[config.mk]
export PLATFORM = sky130hd
export DESIGN_NAME = instr_fetch_unit
export DESIGN_NICKNAME = d
export VERILOG_FILES = /design/src/rtl/instr_fetch_unit.sv
export SDC_FILE = /design/constraint.sdc
export NUM_CORES = 1
export LEC_CHECK = 0
export ABC_AREA = 1
export CAP_MARGIN = 20
export CORE_MARGIN = 2
export CORE_UTILIZATION = 40
export DETAILED_ROUTE_END_ITERATION = 10
export GPL_TIMING_DRIVEN = 1
export PLACE_DENSITY = 0.79
export SYNTH_ARGS = -nofsm -noshare
export SYNTH_HDL_FRONTEND = slang
export SYNTH_SLANG_ARGS = --single-unit
[constraint.sdc]
create_clock -name clock -period 2.3 [get_ports clock]
set_input_delay 0.345 -clock clock [delete_from_list [all_inputs] [get_ports clock]]
set_output_delay 0.345 -clock clock [all_outputs]
set_load 0.05 [all_outputs]
[src/rtl/instr_fetch_unit.sv]
// Instruction fetch unit: owns the PC, fetches over req/gnt/rvalid into a one-word buffer, loads IR on LoadIR.
// Optional misaligned-PC check enabled by defining FETCH_MISALIGN_CHECK_EN.
module instr_fetch_unit #(
  parameter int unsigned     PC_W        = 64,
  parameter logic [PC_W-1:0] RESET_PC    = '0,
  parameter int unsigned     TIMEOUT_CYC = 255
) (
  input  logic            clock,
  input  logic            reset,
  input  logic            PCWrite,
  input  logic [PC_W-1:0] pc_in,
  input  logic            LoadIR,
  output logic            imem_req,
  output logic [PC_W-1:0] imem_addr,
  input  logic            imem_gnt,
  input  logic            imem_rvalid,
  input  logic [31:0]     imem_rdata,
  output logic [PC_W-1:0] pc,
  output logic [31:0]     Instr31_0,
  output logic [6:0]      opcode,
  output logic [PC_W-1:0] ir_pc,
  output logic            ir_valid,
  output logic            fetch_stall,
  output logic            fetch_err,
  output logic            fetch_fault,
  output logic [1:0]      dbg_state
);

  // Handshake: a request transfers when imem_req && imem_gnt are both high at a rising edge;
  // exactly one imem_rvalid pulse answers each transferred request, never in the same cycle.
  typedef enum logic [1:0] {
    S_REQ  = 2'd0,
    S_WAIT = 2'd1,
    S_FULL = 2'd2
  } state_t;

  localparam logic [7:0] TIMEOUT_LAST = 8'(TIMEOUT_CYC - 1);

  state_t          state_q, state_d;
  logic [PC_W-1:0] pc_q, pc_d;
  logic [31:0]     buf_q, buf_d;
  logic [PC_W-1:0] buf_pc_q, buf_pc_d;
  logic [31:0]     ir_q, ir_d;
  logic [PC_W-1:0] ir_pc_q, ir_pc_d;
  logic            ir_valid_q, ir_valid_d;
  logic            drop_q, drop_d;
  logic [7:0]      cnt_q, cnt_d;
  logic            err_q, err_d;
  logic            fault_q, fault_d;
  logic            misaligned;

  always_comb begin
    state_d     = state_q;
    pc_d        = pc_q;
    buf_d       = buf_q;
    buf_pc_d    = buf_pc_q;
    ir_d        = ir_q;
    ir_pc_d     = ir_pc_q;
    ir_valid_d  = ir_valid_q;
    drop_d      = drop_q;
    cnt_d       = cnt_q;
    err_d       = err_q;
    fault_d     = fault_q;
    imem_req    = 1'b0;
    fetch_stall = 1'b0;
`ifdef FETCH_MISALIGN_CHECK_EN
    misaligned  = (pc_q[1:0] != 2'b00);
`else
    misaligned  = 1'b0;
`endif

    if (PCWrite) pc_d = pc_in;

    case (state_q)
      S_REQ: begin
        imem_req = !misaligned;
        if (misaligned) fault_d = 1'b1;
        if (imem_req && imem_gnt) begin
          state_d = S_WAIT;
          cnt_d   = 8'd0;
          // A PC change in the grant cycle means the granted address is stale.
          drop_d  = PCWrite;
        end
      end
      S_WAIT: begin
        cnt_d = cnt_q + 8'd1;
        if (PCWrite) drop_d = 1'b1;
        if (imem_rvalid) begin
          if (drop_q || PCWrite) begin
            drop_d  = 1'b0;
            state_d = S_REQ;
          end else begin
            buf_d    = imem_rdata;
            buf_pc_d = pc_q;
            state_d  = S_FULL;
          end
        end else if (cnt_q == TIMEOUT_LAST) begin
          err_d   = 1'b1;
          drop_d  = 1'b0;
          state_d = S_REQ;
        end
      end
      S_FULL: begin
        if (PCWrite) state_d = S_REQ;
      end
      default: state_d = S_REQ;
    endcase

    // The buffer is not consumed, so repeated LoadIR reloads the same word.
    if (LoadIR) begin
      if (state_q == S_FULL) begin
        ir_d       = buf_q;
        ir_pc_d    = buf_pc_q;
        ir_valid_d = 1'b1;
      end else begin
        fetch_stall = 1'b1;
      end
    end

    if (PCWrite && (pc_in[1:0] == 2'b00)) fault_d = 1'b0;
  end

  always_ff @(posedge clock) begin
    if (reset) begin
      state_q    <= S_REQ;
      pc_q       <= RESET_PC;
      buf_q      <= '0;
      buf_pc_q   <= '0;
      ir_q       <= '0;
      ir_pc_q    <= '0;
      ir_valid_q <= 1'b0;
      drop_q     <= 1'b0;
      cnt_q      <= '0;
      err_q      <= 1'b0;
      fault_q    <= 1'b0;
    end else begin
      state_q    <= state_d;
      pc_q       <= pc_d;
      buf_q      <= buf_d;
      buf_pc_q   <= buf_pc_d;
      ir_q       <= ir_d;
      ir_pc_q    <= ir_pc_d;
      ir_valid_q <= ir_valid_d;
      drop_q     <= drop_d;
      cnt_q      <= cnt_d;
      err_q      <= err_d;
      fault_q    <= fault_d;
    end
  end

  assign imem_addr = pc_q;
  assign pc        = pc_q;
  assign Instr31_0 = ir_q;
  assign opcode    = ir_q[6:0];
  assign ir_pc     = ir_pc_q;
  assign ir_valid  = ir_valid_q;
  assign fetch_err = err_q;
  assign dbg_state = state_q;
`ifdef FETCH_MISALIGN_CHECK_EN
  assign fetch_fault = fault_q;
`else
  assign fetch_fault = 1'b0;
`endif

endmodule

==> flow_metrics.tcl, run 1 <==
set metrics [dict create \
    outcome "finished clean" \
    grt_pass1_vias 8463 \
    numPortBuffers 338 \
    track_usage_pct 19.2 \
    syn_inst 1286 \
    synth-compound-area-share_pct 18.0 \
    hold-worst-slack_ns 0.401 \
    slowest_stage "clkdlybuf4s50_1" \
    yosysSeqAreaShare_pct 52.4 \
    initial_core_util_pct 40.8 \
    area_growth_pct 38.6 \
    wire_per_inst_um 14.4 \
    cts-root-buf "clkbuf_16" \
    drive_gt1_share_pct 7.17 \
    hpwlAfterDp_um 18000 \
    avgViaCountPerCell 4.75 \
    critPathBufInv 1 \
    coreArea_um2 25200 \
    synthDistinctLibCells 30 \
    finClkSkew_ns 0.00871 \
    insertion_delay_ns 0.53 \
    worst_ep_arrival_time_ns 1.89 \
    final_cell_mix "clkdlybuf4s50_1 (335), nor2_1 (292), dfxtp_1 (269)" \
    path_cells "clkdlybuf4s50_1" \
    p_per_area_nw_per_um2 788 \
    rsz0062_at_grt "false" \
    fin_crit_sh_pct 97.0 \
    vdd_ir_drop_max_uv 465 \
    cp-end-kind "primary output" \
    yosysWarnings 0 \
    clock_sink_count 269 \
    synthSimpleGateAreaFrac_pct 15.2 \
    muxShareOfSynthArea_pct 0 \
    syn_area_per_cell_um2 7.99 \
    grt-ovfl-total 0 \
    cap_violations 0 \
    path_delay_family "buffers and inverters" \
    ctsHoldBuffers 0 \
    row_count 58 \
    clk_path_buf_depth 3 \
    num_io_pins 340 \
    synth_top_family_by_area "compound AO/OA/AOI/OAI gates" \
    cts_inserted_buffers 28 \
    synth.cell_area_um2 10300 \
    fillers 2204 \
    grt_pass1_wl_um 42200 \
    hold_viol 0 \
    slew_headroom_pct 50.5 \
    final-setup-viol-count 0 \
    path_class "reg2out" \
    synth_adder_area_share_pct 0.243 \
    drt_iter0_drc 565 \
    max_freq_ghz 0.448 \
    p_leak_uw 0.00523 \
    startpoint_type "register" \
    place.gp.congestion 0.810 \
    cts_tree "yes" \
    firstDrtPassIters 5 \
    n_antenna_cell 0 \
    hold_class "in2reg" \
    htree_levels 1 \
    antenna_found_initial 1 \
    fin_nets 1617 \
    finalMaxSlewViolations 0 \
    die_h_um 164 \
    ys_ff_latch 269 \
    cp_max_fo 6 \
    min_period_ns 2.23 \
    critPathRequiredTime_ns 1.96 \
    dieArea_um2 27000 \
    die_x_um 164 \
    clk_pin_slew_ns 0.06 \
    cts.repair.resized 1 \
    synthXorXnorAreaFrac_pct 0 \
    drcViolationCount 0 \
    wirelength_um 26900 \
    ant_nets 0 \
    grt_max_degree 85 \
    tightest_slew_ns 0.742 \
    crit_path_max_incr_delay_ns 0.86 \
    final_common_cell "clkdlybuf4s50_1" \
    syn_nets 1390 \
    setup_tns_ns 0 \
    cts_setup_buffers 0 \
    vias 8853 \
]
path summary, 6_finish.rpt:
check        cells past startpoint                        from                          to  slack (ns)
min                              3                    pc_in[4]   imem_addr[4]$_SDFFE_PP0P_        0.40
min reg2reg                      2  Instr31_0[18]$_SDFFE_PP0P_  Instr31_0[18]$_SDFFE_PP0P_        0.44
max reg2reg                      7   dbg_state[1]$_SDFFE_PP0P_       buf_q[1]$_SDFFE_PP0P_        0.60
max                              1   dbg_state[1]$_SDFFE_PP0P_                dbg_state[1]        0.07
power by group:
part	internal (uW)	leakage [uW]	switching, uW
logic	611	0.00258	1080
clock network	2750	0.000453	1810
registers	4830	0.00219	144
total	8190	0.00523	3030
per-stage QoR:
stage	area [um^2]	total power [uW]	utilization [%]	setup WS (ns)	std cells
floorplan	10300	6210	-	0.309	1286
global placement	13300	6740	52.8	0.290	1813
detailed placement	13300	6760	52.8	0.281	1813
CTS	14200	11300	56.5	0.0432	1865
global route	14200	11600	56.5	0.00691	1865
finish	14200	11200	56.5	0.0690	1865
layout make-up:
type	count	area, um^2	area share, %
multi-input combinational	745	3440	24.2
sequential	269	5390	37.8
timing repair buffer	353	3610	25.4
clock inverter	10	134	0.940
tap	330	413	2.90
inverter	116	448	3.15
clock buffer	42	805	5.65
cells by family (layout without fill, tap and decap cells):
kind of cell	count (synthesis)	in the layout
AO/OA/AOI/OAI	368	368
flip-flops	269	269
other	1	1
buffers and inverters	272	521
AND/OR/NAND/NOR	374	374
adder cells (fa/ha/maj)	2	2
synthesized netlist by cell type, drive strengths merged:
cell / n / area, um^2
nor2: 333 / 1360
dfxtp: 269 / 5390
o21ai: 259 / 1300
buf: 125 / 896
inv: 115 / 439
a21oi: 106 / 531
clkbuf: 31 / 116
nand2: 29 / 133
nand3: 10 / 55.1
ha: 2 / 25.0
a21boi: 1 / 7.51
a22oi: 1 / 7.51
clkinv: 1 / 5.00
conb: 1 / 3.75
nand4: 1 / 6.26
o21bai: 1 / 7.51
or2: 1 / 6.26
routing by layer:
| layer | up-vias | GRT usage, % | routed length, um |
|---|---|---|---|
| met5 | - | 0 | 0 |
| met4 | 0 | 5.90 | 706 |
| met3 | 47 | 4.22 | 1810 |
| met2 | 286 | 34.3 | 13300 |
| met1 | 4042 | 22.9 | 11100 |
| li1 | 4478 | - | - |
sequential cells by signal (all words and copies together) (netlist names):
name / cells
ir_pc: 64
cnt_q: 8
dbg_state: 2
ir_valid: 1
imem_addr: 64
buf_pc_q: 64
drop_q: 1
Instr31_0: 32
buf_q: 32
fetch_err: 1
(Power assumes the default switching activity.)
==> run 2: changes to the inputs <==
Settings changed: ABC_AREA 1 to 0, CTS_CLUSTER_SIZE set to 20, PLACE_DENSITY 0.79 to 0.82.
Clock period 2.3 ns to 2 ns, I/O delays scaled along.
==> flow_metrics.tcl, run 2 <==
set metrics [dict create \
    p_per_area_nw_per_um2 883 \
    grt_pass1_vias 8474 \
    final-setup-viol-count 0 \
    syn_inst 1214 \
    setup_tns_ns 0 \
    initial_core_util_pct 40.9 \
    vias 9066 \
    clk_pin_slew_ns 0.06 \
    wirelength_um 28300 \
    synth_edf_count 0 \
    comb_power_share_pct 11.8 \
    num_io_pins 340 \
    synth_largest_area_cell "dfxtp_1" \
    slew_headroom_pct 62.8 \
    critPathRequiredTime_ns 1.70 \
    hold_viol 0 \
    area_growth_pct 37.7 \
    coreArea_um2 25300 \
    yosysSeqAreaShare_pct 52.2 \
    drive_gt1_share_pct 5.87 \
    muxShareOfSynthArea_pct 6.41 \
    dpl_cell_area_um2 13400 \
    numPortBuffers 338 \
    startpoint_type "register" \
    htree_levels 1 \
    p_switching_uw 3210 \
    p_leak_uw 0.00623 \
    cts_inserted_buffers 28 \
    worst_ep_arrival_time_ns 1.68 \
    insertion_delay_ns 0.54 \
    synthFlopType "dfxtp_1" \
    die_h_um 165 \
    synth-compound-area-share_pct 15.2 \
    row_count 58 \
    finClkSkew_ns 0.0130 \
    intPower_uw 9350 \
    yosys-top-cells-count "dfxtp_1 (269), a21oi_1 (200), nand2_1 (196)" \
    syn_area_per_cell_um2 8.50 \
    fillers 2281 \
    finalMaxSlewViolations 0 \
    grt_pass1_wl_um 43700 \
    max_freq_ghz 0.506 \
    antenna_found_initial 0 \
    hpwlAfterDp_um 18200 \
    ant_nets 0 \
    fin_nets 1533 \
    cts-root-buf "clkbuf_16" \
    path_class "reg2out" \
    ctsHoldBuffers 0 \
    cap_violations 0 \
    pwr-share-seq_pct 44.4 \
    yosysWarnings 0 \
    track_usage_pct 19.8 \
    clk_path_buf_depth 3 \
    ys_ff_latch 269 \
    final_cell_mix "dfxtp_1 (269), dlygate4sd2_1 (212), a21oi_1 (200)" \
    switching_share_pct 25.5 \
    avgViaCountPerCell 5.10 \
    dieArea_um2 27100 \
    drcViolationCount 0 \
    clockPowerShare_pct 43.8 \
    firstDrtPassIters 5 \
    synth_top_area_share_pct 52.2 \
    place.gp.congestion 0.783 \
    cts_tree "yes" \
    synthSimpleGateAreaFrac_pct 16.2 \
    syn_nets 1318 \
    rsz0062_at_grt "false" \
    fin_crit_sh_pct 98.9 \
    final_common_cell "dfxtp_1" \
    outcome "finished clean" \
    synth_top_family_by_area "simple AND/OR/NAND/NOR gates" \
    clock_sink_count 269 \
    synthDistinctLibCells 39 \
    hold-worst-slack_ns 0.0973 \
    wire_per_inst_um 15.9 \
    synth.cell_area_um2 10300 \
    hold_class "in2reg" \
    synthTopCellsByArea "dfxtp_1 (52%), a21oi_1 (9.7%), nand2_1 (7.1%)" \
    die_x_um 165 \
    cts_setup_buffers 0 \
    cts.repair.resized 212 \
    postLayoutCellArea_um2 14200 \
    synth_most_common_cell "dfxtp_1" \
    min_period_ns 1.98 \
    synthXorXnorAreaFrac_pct 0 \
    grt_max_degree 97 \
    cp-end-kind "primary output" \
    vdd_ir_drop_max_uv 648 \
    cp_max_fo 10 \
    drt_iter0_drc 629 \
    tightest_slew_ns 0.560 \
    ys_async_sr_fraction_pct 0 \
    grt-ovfl-total 0 \
    synth_adder_area_share_pct 0.242 \
]
==> run 2: critical path, stage by stage, from the launching register on <==
cell,delay [ns]
dfxtp_1,0.39
buf_4,0.21
nor2_1,0.28
buf_4,0.26
==> run 2: cells by family (layout without fill, tap and decap cells) <==
group                      after synthesis  count (layout)
adders and majority gates                2               2
other                                    1               2
AOI/OAI and AO/OA                      308             308
buffers and inverters                  180             414
DFF                                    269             269
muxes                                   66              66
and+or+nand+nor                        388             388
==> run 2: metal layers <==
metal	global-route usage, %	up-vias	wire [um]
met5	0	-	0
met4	6.92	0	975
li1	-	4450	-
met3	4.57	55	2100
met1	23.7	4220	11300
met2	34.7	341	13900
==> run 2: layout make-up <==
cell class	instances	area, um^2	share of cell area (%)
multi-input combinational	765	3940	27.7
inverter	4	15.0	0.106
clock buffer	39	833	5.86
sequential	269	5390	37.9
clock inverter	10	156	1.10
timing repair buffer	361	3470	24.4
antenna	1	2.50	0.0176
tap	330	413	2.90
==> run 2: per-stage QoR <==
step           std cells  setup WS [ns]  utilization, %  power (uW)
6_report            1779         0.0223            56.3       12600
5_1_grt             1778        0.00287            56.3       13000
4_1_cts             1778       0.000392            56.1       12700
3_5_place_dp        1729          0.303            53.2        7280
3_3_place_gp        1729          0.333            53.2        7270
2_1_floorplan       1214          0.124               -        6730
==> run 2: power by group through the flow <==
stage,Sequential [uW],Clock [uW],Combinational (uW)
after floorplan,5940,0,792
after global placement,5690,0,1570
after detailed placement,5700,0,1580
after CTS,5570,5610,1490
after global routing,5590,5810,1560
final,5570,5500,1480
==> run 2: path summary, 6_finish.rpt <==
check        slack [ns]                   endpoint  cells after the start                      start
max reg2reg        0.34   buf_pc_q[2]$_SDFFE_PP0P_                      4  dbg_state[1]$_SDFFE_PP0P_
min reg2reg        0.44     ir_pc[58]$_SDFFE_PP0P_                      2  buf_pc_q[58]$_SDFFE_PP0P_
max                0.02                   imem_req                      3  dbg_state[1]$_SDFFE_PP0P_
min                 0.1  dbg_state[1]$_SDFFE_PP0P_                      3                imem_rvalid
==> run 3: changes to the inputs <==
Settings changed: PLACE_DENSITY 0.82 to 0.79.
Clock period 2 ns to 2.51 ns, I/O delays scaled along.
==> flow_metrics.tcl, run 3 (same netlist as run 2, synthesis figures left out) <==
set metrics [dict create \
    p_per_area_nw_per_um2 690 \
    wirelength_met1_um 11300 \
    setup_tns_ns 0 \
    timing.rr.start "dbg_state[0]$_SDFFE_PP0P_" \
    finalMaxSlewViolations 0 \
    wire_per_inst_um 16.2 \
    numPortBuffers 338 \
    avgViaCountPerCell 5.17 \
    worst_ep_arrival_time_ns 2.02 \
    reg2reg_slack_ns 0.59 \
    vias 9172 \
    clk_pin_slew_ns 0.06 \
    outcome "finished clean" \
    dr_wl_met3_um 2090 \
    wl_met2_um 14400 \
    dpl_cell_area_um2 13300 \
    crit_path_max_incr_delay_ns 0.73 \
    p_leak_uw 0.00498 \
    dieArea_um2 27100 \
    fin_cells 1775 \
    firstDrtPassIters 5 \
    clk_path_buf_depth 3 \
    endpoint "imem_req" \
    grt_max_degree 98 \
    worstSetupStartpoint "dbg_state[1]$_SDFFE_PP0P_" \
    final-setup-viol-count 0 \
    grt_pass1_wl_um 44800 \
    drt_iter0_drc 577 \
    drcViolationCount 0 \
    final_cell_mix "clkdlybuf4s50_1 (332), dfxtp_1 (269), a21oi_1 (200)" \
    finClkSkew_ns 0.00623 \
    track_usage_pct 20.3 \
    slowest_stage "clkdlybuf4s50_1" \
    rsz0062_at_grt "false" \
    min_period_ns 2.39 \
    ant_nets 0 \
    grt_pass1_vias 8795 \
    cts_setup_buffers 0 \
    final_common_cell "clkdlybuf4s50_1" \
    drive_gt1_share_pct 5.19 \
    htree_levels 1 \
    hold_class "in2reg" \
    area_growth_pct 38.4 \
    antenna_found_initial 1 \
    slew_headroom_pct 30.5 \
    num_io_pins 340 \
    row_count 58 \
    maxUsedRoutingLayer "met4" \
    hold_viol 0 \
    path_cells "nor2_1 > clkdlybuf4s50_1" \
    cp_max_fo 16 \
    die_h_um 165 \
    hold-worst-slack_ns 0.255 \
    postLayoutCellArea_um2 14300 \
    critPathRequiredTime_ns 2.13 \
    r2r-end "buf_pc_q[40]$_SDFFE_PP0P_" \
    fin_nets 1527 \
    tightest_slew_ns 1.04 \
    fillers 2258 \
    cts_inserted_buffers 29 \
    vdd_ir_drop_max_uv 458 \
    insertion_delay_ns 0.53 \
    hpwlAfterDp_um 17900 \
    die_x_um 165 \
    place.gp.congestion 0.785 \
    startpoint_type "register" \
    cts-root-buf "clkbuf_16" \
    grt-ovfl-total 0 \
    finalPower_uw 9870 \
    hp-start "reset" \
    cts_tree "yes" \
    dp_cells 1722 \
    coreArea_um2 25300 \
    wirelength_um 28700 \
    path_class "reg2out" \
    initial_core_util_pct 40.9 \
    fin_crit_sh_pct 95.3 \
    max_freq_ghz 0.418 \
    cap_violations 0 \
    cp-end-kind "primary output" \
    clock_sink_count 269 \
    rr_worst_depth 4 \
]
==> run 3: cell types whose count changed in the layout (fill, tap and decap cells not counted), moves of 3 or more <==
cell             previous run  this run
buf_12                     12         7
buf_4                      18        13
clkdlybuf4s50_1           102       332
clkbuf_8                    8        11
dlymetal6s2s_1             16         0
bufinv_16                   4         1
dlygate4sd2_1             212         1
==> run 3: report_power, final <==
| group | switching, uW | leakage, uW | internal (uW) |
|---|---|---|---|
| clock network | 1670 | 0.000474 | 2510 |
| registers | 89.5 | 0.00218 | 4360 |
| logic | 794 | 0.00233 | 449 |
==> run 3: what timing repair did <==
| action | 4_1_cts | 5_1_grt |
|---|---|---|
| hold buffers | 0 | 0 |
| resized for setup | 1 | 0 |
| endpoints found under the hold margin | 0 | 0 |
| setup endpoints to repair | 1 | 0 |
==> run 3: stage by stage <==
step,utilization (%),worst slack [ns]
global placement,52.8,0.514
floorplan,-,0.308
detailed placement,52.8,0.452
finish,56.6,0.118
global route,56.6,0.0170
CTS,56.6,0.0813
==> run 3: worst min path at each step <==
stage                                       to  cells past startpoint  slack, ns
finish              imem_addr[23]$_SDFFE_PP0P_                      2       0.26
global route        imem_addr[19]$_SDFFE_PP0P_                      2       0.27
CTS                 imem_addr[17]$_SDFFE_PP0P_                      2       0.25
detailed placement      ir_pc[11]$_SDFFE_PP0P_                      2       0.44
global placement        ir_pc[12]$_SDFFE_PP0P_                      2       0.43
floorplan           Instr31_0[31]$_SDFFE_PP0P_                      2       0.43
==> run 3: routing by layer <==
layer  GRT usage (%)  up-vias
met5               0        -
met4            6.32        0
met3            4.90       52
met2            36.5      314
met1            23.7     4357
li1                -     4449
==> run 3: final cells by class <==
class / instances / area, um^2 / area share [%]
inverters: 4 / 15.0 / 0.105
multi-input cells: 765 / 3940 / 27.6
repair buffers: 354 / 3580 / 25.1
clock buffers: 44 / 882 / 6.17
flip-flops and latches: 269 / 5390 / 37.7
diodes: 1 / 2.50 / 0.0175
clock inverters: 8 / 71.3 / 0.499
well taps: 330 / 413 / 2.89
==> run 3: critical path, delay by kind of cell, from the launching register on <==
| family | cells | cell delay [ns] |
|---|---|---|
| buf+inv | 1 | 0.73 |
| simple gates | 1 | 0.10 |
| flops | 1 | 0.65 |
